$ cat config.mk
export PLATFORM = sky130hd
export DESIGN_NAME = idli_sqi_ctrl_m
export DESIGN_NICKNAME = d
export VERILOG_FILES = /design/src/rtl/idli_sqi_ctrl_m.sv
export SDC_FILE = /design/constraint.sdc
export NUM_CORES = 1
export LEC_CHECK = 0
export ABC_CLOCK_PERIOD_IN_PS = 3250
export CAP_MARGIN = 10
export CORE_AREA = 2 2 96 98
export DETAILED_ROUTE_END_ITERATION = 10
export DIE_AREA = 0 0 98 100
export SYNTH_ARGS = -nofsm -noshare
export SYNTH_HDL_FRONTEND = slang
export SYNTH_SLANG_ARGS = --single-unit
$ cat constraint.sdc
create_clock -name i_sq_gck -period 3.25 [get_ports i_sq_gck]
set_input_delay 0.65 -clock i_sq_gck [delete_from_list [all_inputs] [get_ports i_sq_gck]]
set_output_delay 0.65 -clock i_sq_gck [all_outputs]
set_load 0.1 [all_outputs]
$ cat src/rtl/idli_sqi_ctrl_m.sv
`default_nettype none
// ============================================================================
// Module   : idli_sqi_ctrl_m
// Purpose  : SQI memory controller. It drives the chip select and SIO pins of
//            an external SQI SRAM. A burst sends a command byte, a 24-bit byte
//            address and, for reads only, a two-nibble turnaround. After that
//            it streams one 16-bit word per four-cycle GCK period until it is
//            told to stop.
// Revision : 1.0 - initial release
// ----------------------------------------------------------------------------
// Ports
//   i_sq_gck        in   1   clock, one nibble per cycle
//   i_sq_rst        in   1   synchronous reset, active-high
//   i_sq_ctr        in   2   free-running period slice counter, 0..3
//   i_sq_req        in   1   burst request (level, sampled in IDLE only)
//   i_sq_wr         in   1   1 = write burst, 0 = read burst
//   i_sq_addr       in  16   word address of the burst
//   i_sq_stop       in   1   end the burst after the current data period
//   i_sq_wdata      in  16   write word, sampled at ctr==3 before each period
//   o_sq_rdata      out 16   read word, meaningful only with o_sq_rdata_vld
//   o_sq_rdata_vld  out  1   read word complete (ctr==3 of a read period)
//   o_sq_busy       out  1   controller not idle
//   o_sq_cs_n       out  1   SQI chip select, active-low
//   o_sq_sio_oe     out  1   1 = controller drives SIO
//   o_sq_sio        out  4   SIO output nibble
//   i_sq_sio        in   4   SIO input nibble
// ============================================================================
module idli_sqi_ctrl_m #(
  parameter logic [7:0] CMD_READ  = 8'h03,
  parameter logic [7:0] CMD_WRITE = 8'h02
) (
  input  logic        i_sq_gck,
  input  logic        i_sq_rst,
  input  logic [1:0]  i_sq_ctr,
  input  logic        i_sq_req,
  input  logic        i_sq_wr,
  input  logic [15:0] i_sq_addr,
  input  logic        i_sq_stop,
  input  logic [15:0] i_sq_wdata,
  output logic [15:0] o_sq_rdata,
  output logic        o_sq_rdata_vld,
  output logic        o_sq_busy,
  output logic        o_sq_cs_n,
  output logic        o_sq_sio_oe,
  output logic [3:0]  o_sq_sio,
  input  logic [3:0]  i_sq_sio
);

  // --------------------------------------------------------------------------
  // State encoding
  // --------------------------------------------------------------------------
  localparam logic [2:0] ST_IDLE  = 3'd0;
  localparam logic [2:0] ST_CMD   = 3'd1;
  localparam logic [2:0] ST_ADDR  = 3'd2;
  localparam logic [2:0] ST_DUMMY = 3'd3;
  localparam logic [2:0] ST_DATA  = 3'd4;

  // Last nibble index of each overhead phase.
  localparam logic [3:0] CMD_LAST   = 4'd1;
  localparam logic [3:0] ADDR_LAST  = 4'd5;
  localparam logic [3:0] DUMMY_LAST = 4'd1;

  logic [2:0]  state;
  logic [2:0]  state_next;
  logic [3:0]  nib;
  logic [3:0]  nib_next;

  logic        wr_q;       // burst direction latched at acceptance
  logic [15:0] addr_q;     // word address latched at acceptance
  logic [15:0] wdata_q;    // word being serialised in the current period
  logic [11:0] rd_sh;      // read slices 0..2 of the current period

  logic        accept;
  logic        stop_now;
  logic        period_end;
  logic        wdata_load;
  logic [23:0] byte_addr;
  logic [7:0]  cmd_byte;

  assign period_end = (i_sq_ctr == 2'd3);

  // The overhead lengths differ between directions: 8 nibbles for a write and
  // 10 for a read. Accepting at different slices lets the first data nibble
  // land on ctr==0 in both cases.
  assign accept = (state == ST_IDLE) && i_sq_req &&
                  ((i_sq_wr && (i_sq_ctr == 2'd3)) ||
                   (!i_sq_wr && (i_sq_ctr == 2'd1)));

  assign stop_now  = (state == ST_DATA) && period_end && i_sq_stop;
  assign byte_addr = {7'b0, addr_q, 1'b0};
  assign cmd_byte  = wr_q ? CMD_WRITE : CMD_READ;

  // A write word is loaded on the slice just before each data period. That
  // slice is the last address nibble for the first period and ctr==3 of the
  // previous data period after that.
  assign wdata_load = wr_q && period_end &&
                      (((state == ST_ADDR) && (nib == ADDR_LAST)) ||
                       (state == ST_DATA));

  // --------------------------------------------------------------------------
  // State register
  // --------------------------------------------------------------------------
  always_ff @(posedge i_sq_gck) begin
    if (i_sq_rst) begin
      state <= ST_IDLE;
      nib   <= 4'd0;
    end else begin
      state <= state_next;
      nib   <= nib_next;
    end
  end

  // --------------------------------------------------------------------------
  // Next-state logic
  // --------------------------------------------------------------------------
  always_comb begin
    state_next = state;
    nib_next   = nib;
    case (state)
      ST_IDLE: begin
        nib_next = 4'd0;
        if (accept) begin
          state_next = ST_CMD;
        end
      end
      ST_CMD: begin
        if (nib == CMD_LAST) begin
          state_next = ST_ADDR;
          nib_next   = 4'd0;
        end else begin
          nib_next = nib + 4'd1;
        end
      end
      ST_ADDR: begin
        if (nib == ADDR_LAST) begin
          state_next = wr_q ? ST_DATA : ST_DUMMY;
          nib_next   = 4'd0;
        end else begin
          nib_next = nib + 4'd1;
        end
      end
      ST_DUMMY: begin
        if (nib == DUMMY_LAST) begin
          state_next = ST_DATA;
          nib_next   = 4'd0;
        end else begin
          nib_next = nib + 4'd1;
        end
      end
      ST_DATA: begin
        // The data phase is paced by i_sq_ctr, not by the nibble counter.
        nib_next = 4'd0;
        if (stop_now) begin
          state_next = ST_IDLE;
        end
      end
      default: begin
        state_next = ST_IDLE;
        nib_next   = 4'd0;
      end
    endcase
  end

  // --------------------------------------------------------------------------
  // Datapath registers: request capture, write word, read slices
  // --------------------------------------------------------------------------
  always_ff @(posedge i_sq_gck) begin
    if (i_sq_rst) begin
      wr_q    <= 1'b0;
      addr_q  <= 16'd0;
      wdata_q <= 16'd0;
      rd_sh   <= 12'd0;
    end else begin
      if (accept) begin
        wr_q   <= i_sq_wr;
        addr_q <= i_sq_addr;
      end
      if (wdata_load) begin
        wdata_q <= i_sq_wdata;
      end
      if ((state == ST_DATA) && !wr_q) begin
        case (i_sq_ctr)
          2'd0:    rd_sh[11:8] <= i_sq_sio;
          2'd1:    rd_sh[7:4]  <= i_sq_sio;
          2'd2:    rd_sh[3:0]  <= i_sq_sio;
          default: rd_sh       <= rd_sh;
        endcase
      end
    end
  end

  // --------------------------------------------------------------------------
  // Output logic
  // --------------------------------------------------------------------------
  always_comb begin
    o_sq_cs_n   = 1'b1;
    o_sq_sio_oe = 1'b0;
    o_sq_sio    = 4'd0;
    case (state)
      ST_CMD: begin
        o_sq_cs_n   = 1'b0;
        o_sq_sio_oe = 1'b1;
        o_sq_sio    = (nib == 4'd0) ? cmd_byte[7:4] : cmd_byte[3:0];
      end
      ST_ADDR: begin
        o_sq_cs_n   = 1'b0;
        o_sq_sio_oe = 1'b1;
        case (nib)
          4'd0:    o_sq_sio = byte_addr[23:20];
          4'd1:    o_sq_sio = byte_addr[19:16];
          4'd2:    o_sq_sio = byte_addr[15:12];
          4'd3:    o_sq_sio = byte_addr[11:8];
          4'd4:    o_sq_sio = byte_addr[7:4];
          4'd5:    o_sq_sio = byte_addr[3:0];
          default: o_sq_sio = 4'd0;
        endcase
      end
      ST_DUMMY: begin
        o_sq_cs_n = 1'b0;
      end
      ST_DATA: begin
        o_sq_cs_n   = 1'b0;
        o_sq_sio_oe = wr_q;
        if (wr_q) begin
          case (i_sq_ctr)
            2'd0:    o_sq_sio = wdata_q[15:12];
            2'd1:    o_sq_sio = wdata_q[11:8];
            2'd2:    o_sq_sio = wdata_q[7:4];
            default: o_sq_sio = wdata_q[3:0];
          endcase
        end
      end
      default: begin
        o_sq_cs_n   = 1'b1;
        o_sq_sio_oe = 1'b0;
        o_sq_sio    = 4'd0;
      end
    endcase
  end

  assign o_sq_busy      = (state != ST_IDLE);
  // The final slice is taken straight from the pins, so the word is complete
  // on ctr==3 without waiting one more cycle.
  assign o_sq_rdata     = {rd_sh, i_sq_sio};
  assign o_sq_rdata_vld = (state == ST_DATA) && !wr_q && period_end;

endmodule
`default_nettype wire

* Word-level counts from Yosys, hierarchy flattened *
Index checks and enable logic that the tools add are counted.

word-level totals
  register bits after elaboration = 52
  logic and storage cells = 70

cells by class
  add/sub/neg operators = 1
  eq/ne operators = 17
  muxes and demuxes = 18
  reduce and logical (&&, ||, !) cells = 26

operator list
  kind                                                  count
  case mux 4 bit (3 select lines)                       2
  case mux 4 bit (5 select lines)                       1
  two-way mux 3 bit                                     6
  case mux 3 bit (5 select lines)                       1
  two-way mux 4 bit                                     3
  logical AND 1 bit                                     11
  equality test 4 x 2 -> 1 bit (second input constant)  2
  equality test 4 x 3 -> 1 bit (second input constant)  2
  inequality test 2 bit (second input constant)         4
  case mux 4 bit (2 select lines)                       1
  equality test 3 x 2 -> 1 bit (second input constant)  2
  AND reduction 2 bit                                   3
  AND reduction 5 bit                                   1
  adder 4 x 1 -> 4 bit (second input constant)          1
  equality test 2 bit (second input constant)           2
  equality test 4 x 1 -> 1 bit (second input constant)  1
  zero test 4 bit                                       1
  OR reduction 2 bit                                    2
  OR reduction 4 bit                                    1
  equality test 3 x 1 -> 1 bit (second input constant)  1
  equality test 3 bit (second input constant)           1
  zero test 3 bit                                       1
  nonzero test 3 bit                                    1
  equality test 2 x 1 -> 1 bit (second input constant)  1
  other kinds (7)                                       10

* Logic depth before layout (Yosys ltp) *
  word-level depth = 6
  depth in mapped cells = 9
  depth with buffers taken out = 6

* Least setup slack after synthesis *
No wires, ideal clock.

  kind = register to output
  start point = reg wr_q
  end point = out o_sq_rdata_vld
  arrival time = 2.398 ns
  setup slack = 0.202 ns
  cell stages (with the launch flop) = 4
  buffers on the path = 1
  cells stage by stage = dfxtp_1 > clkbuf_1 > or4b_2 > nor2_1

on the way
  cells in the longest elaborated chain, start to end = 3

ends and longest elaborated chain
  what                            line  source
  from (decl)                     68    logic wr_q;
  from (signal assigned)          175   wr_q <= i_sq_wr;
  zero test 1 bit                 245   assign o_sq_rdata_vld = (state == ST_DATA) && !wr_q && period_end;
  logical AND 1 bit (2 in a row)  245
  to (decl)                       41    output logic o_sq_rdata_vld,

Every way passes these cells.

* Final worst setup path *
  start point = in i_sq_ctr[0]
  end point = out o_sq_sio[0]

on the way
  cells in the longest elaborated chain, start to end = 4
  elaborated cells between the ends (all ways) = 6
  classes of those cells = eq/ne: 2; mux: 3; reduce/logical: 1

ends and longest elaborated chain
  what                                         line  source
  from (decl)                                  34    input logic [1:0] i_sq_ctr,
  equality test 2 bit (tied with other cells)  225   case (i_sq_ctr)
  case mux 4 bit (3 select lines) (*)          225
  two-way mux 4 bit (*)                        224   if (wr_q) begin
  case mux 4 bit (3 select lines) (*)          199   case (state)
  to (decl)                                    45    output logic [3:0] o_sq_sio,

Every way passes the cells marked *; elsewhere a longest branch is shown, timed or not.

==> metrics.json <==
{
  "outcome": {
    "status": "finished clean"
  },
  "route": {
    "final_antenna_violating_net_count": 0,
    "drtPass1Iterations": 4,
    "detail_route.vias_per_cell": 4.71,
    "drcViolationCount": 0,
    "num_vias": 2048,
    "wl_per_cell_um": 13.8,
    "final_wirelength_um": 5990,
    "drtIter0Drc": 54
  },
  "cts": {
    "cts_clock_pin_slew_for_the_worst_setup_and_hold_paths_ns": 0.09,
    "clock-sinks": 52,
    "cts_hold_buffers": 0,
    "post_cts_resized": 0,
    "clkLatencyLatePin_ns": 0.31,
    "clk_root_buffer_cell": "sky130_fd_sc_hd__clkbuf_8",
    "tritoncts.num_buffers": 5,
    "postCtsSetupBuffers": 0,
    "tritoncts_clock_tree": "built",
    "worst_case_clock_buffer_depth": 2,
    "cts_htree_levels": 2
  },
  "yosys": {
    "postSynth.topFlopCell": "sky130_fd_sc_hd__dfxtp_1",
    "ys_seq_area_frac": 0.402,
    "synth_edf_count": 0,
    "synth_area_per_cell_sq_um": 9.70,
    "synth_adder_area_share": 0.0193,
    "postSynthCellCount": 267,
    "yosys.area_share.simple": 0.223,
    "synth_compound_area_frac": 0.0749,
    "yosys_register_bits": 52,
    "synth.lib_cells_used.distinct": 39,
    "syn_nets": 314,
    "synth_xor_xnor_area_share": 0.0101,
    "dominant_combinational_cell_family_by_area_after_synthesis": "simple AND/OR/NAND/NOR gates",
    "netlist_area_sq_um": 2590,
    "post_synth_mux_area_share": 0.217,
    "syn_warnings": 0,
    "synth-async-reset-ratio": 0
  },
  "setup_path": {
    "r2r_cells": 6,
    "start_kind": "input pin",
    "crit_fanout": 5,
    "crit_path_max_incr_delay_ns": 0.64,
    "capture_point_of_the_worst_reg_to_reg_path": "nib[2]",
    "worst-endpoint-arrival_ns": 2.40,
    "critPathRequiredTime_ns": 2.60,
    "register_to_register_path_setup_slack_ns": 1.07,
    "critical-path-slowest-cell": "sky130_fd_sc_hd__clkdlybuf4s50_1",
    "rr_startpoint": "nib[1]",
    "end_kind": "output port",
    "path_cells": "clkdlybuf4s50_1, mux4_2, a221o_1, buf_12",
    "critPathKind": "input pin to output port"
  },
  "hold_path": {
    "timing.hold.worst.class": "register to register",
    "worst_hold_path.endpoint": "wdata_q[1]",
    "worstHoldPathCells": 2,
    "origin_of_the_worst_min_delay_path": "wdata_q[1]"
  },
  "floorplan": {
    "placeableCoreArea_sq_um": 8890,
    "ios": 67,
    "fp.dieH_um": 100,
    "start_util": 0.291,
    "rows": 35,
    "die-width_um": 98,
    "die_area_sq_um": 9800
  },
  "sta": {
    "timing.final.crit_period_ns": 3.05,
    "final.setup.worst_slack_ns": 0.203,
    "final-setup-viol-count": 0,
    "clock_skew_ns": 0.00736,
    "timing.slew.headroom": 0.337,
    "finalHoldViolCount": 0,
    "worst-slew-pin-transition_ns": 0.994,
    "final_max_slew_viol_count": 0,
    "post-route-period-util": 0.938,
    "grt_setup_unrepaired": "false",
    "totalNegativeSetupSlack_ns": 0,
    "clock.fmax_ghz": 0.328
  },
  "layout": {
    "antenna_cells": 0,
    "flow.area_growth_from_synthesis_pct": 33.0,
    "layout.cells.most_common": "sky130_fd_sc_hd__dfxtp_1",
    "layout-drive-gt1-share": 0.170,
    "layout.cells.most_common_list": "52 x sky130_fd_sc_hd__dfxtp_1, 46 x sky130_fd_sc_hd__mux2i_1, 41 x sky130_fd_sc_hd__clkdlybuf4s50_1",
    "layout.filler_cells": 914,
    "finalNetCount": 370,
    "finish.cell_count_without_fillers": 435
  },
  "power": {
    "power.static_leakage_uw": 0.00129,
    "clock_power_share": 0.247,
    "logic_gate_share_of_total_power": 0.386,
    "cellPowerDensity_nw_per_um2": 548,
    "power.switching_fraction": 0.394,
    "power.ir.vdd_worst_v": 0.000379,
    "power.internal_uw": 1140,
    "sequentialPowerShare": 0.367,
    "net_switching_power_of_the_design_uw": 745
  },
  "grt": {
    "grt_overflow": 0,
    "globalRouteTotalUtil": 0.121,
    "antenna_found_initial": 0,
    "number_of_global_route_vias_before_repair": 1940,
    "grt_max_degree": 66,
    "grt_first_pass_wirelength_um": 9690
  },
  "job": {
    "max-cap-violations": 0
  },
  "place": {
    "dp_hpwl_um": 4340,
    "gp_congestion": 0.737,
    "pre_cts_slack_ns": 0.169,
    "dpl.cell_count": 427,
    "io_buffer_count": 66
  }
}
-- flip-flops by register name (all words and copies together), names as in the netlist --
register,count
addr_q,16
nib,4
rd_sh,12
state,3
wdata_q,16
wr_q,1
-- final cells by class --
type / instances / area (sq um) / area share
clock buffers: 5 / 68.8 / 0.0200
inverters: 5 / 18.8 / 0.00545
multi-input cells: 186 / 1420 / 0.412
flip-flops and latches: 52 / 1040 / 0.302
clock inverters: 3 / 46.3 / 0.0134
repair buffers: 73 / 711 / 0.206
well taps: 111 / 139 / 0.0403
-- synthesized netlist by cell type (4+ instances only) --
master / count / share of area
sky130_fd_sc_hd__inv_1: 5 / 0.0072
sky130_fd_sc_hd__o21ai_0: 6 / 0.012
sky130_fd_sc_hd__mux2i_1: 46 / 0.18
sky130_fd_sc_hd__dfxtp_1: 52 / 0.40
sky130_fd_sc_hd__clkbuf_1: 11 / 0.016
sky130_fd_sc_hd__nand2_1: 8 / 0.012
sky130_fd_sc_hd__nor2_1: 36 / 0.052
sky130_fd_sc_hd__mux4_2: 4 / 0.035
sky130_fd_sc_hd__buf_4: 6 / 0.017
sky130_fd_sc_hd__buf_2: 7 / 0.014
sky130_fd_sc_hd__ha_1: 4 / 0.019
sky130_fd_sc_hd__nand2b_1: 33 / 0.080
sky130_fd_sc_hd__a21oi_1: 4 / 0.0077
sky130_fd_sc_hd__a22oi_1: 4 / 0.012
-- kinds of logic (layout without fill, tap and decap cells) --
kind of cell	after synthesis	count (layout)
muxes	51	51
and+or+nand+nor	101	101
AOI/OAI and AO/OA	27	27
adders and majority gates	4	4
DFF	52	52
buffers and inverters	29	86
xor gates and xnor gates	3	3
-- worst max-delay path, delay by kind of cell --
| family | cells | cell delay, ns |
|---|---|---|
| buffers and inverters | 2 | 0.82 |
| AO/OA/AOI/OAI | 1 | 0.36 |
| multiplexers | 1 | 0.57 |
-- routing by layer --
metal,vias up,track usage,part of all wire,routed length (um)
li1,1039,-,-,-
met1,949,0.169,0.49,2910
met2,53,0.187,0.45,2700
met3,7,0.0341,0.055,329
met4,0,0.0288,0.0093,56
met5,-,0,0,0
-- stage by stage --
step,util,total power [uW],hold slack [ns],cell area [sq um]
after floorplan,-,1240,0.445,2590
after global placement,0.375,1430,0.463,3330
after detailed placement,0.375,1430,0.462,3330
after CTS,0.388,1900,0.480,3450
after global routing,0.388,1970,0.500,3450
final,0.388,1890,0.478,3450
-- power groups by stage --
stage               clock (uW)  sequential, uW  combinational (uW)
finish                     466             693                 729
global route               499             698                 776
CTS                        478             693                 730
detailed placement           0             707                 728
global placement             0             706                 725
floorplan                    0             715                 528
-- how the worst max path moves through the flow --
stage | start | endpoint | slack (ns) | cells after the start
global route | i_sq_ctr[0] | o_sq_sio[0] | 0.11 | 4
global placement | i_sq_ctr[0] | o_sq_sio[0] | 0.21 | 4
detailed placement | i_sq_ctr[0] | o_sq_sio[0] | 0.17 | 4
floorplan | wr_q | o_sq_rdata_vld | 0.20 | 3
CTS | i_sq_ctr[0] | o_sq_sio[0] | 0.17 | 4
finish | i_sq_ctr[0] | o_sq_sio[0] | 0.20 | 4
Power figures use the tool's default switching activity.
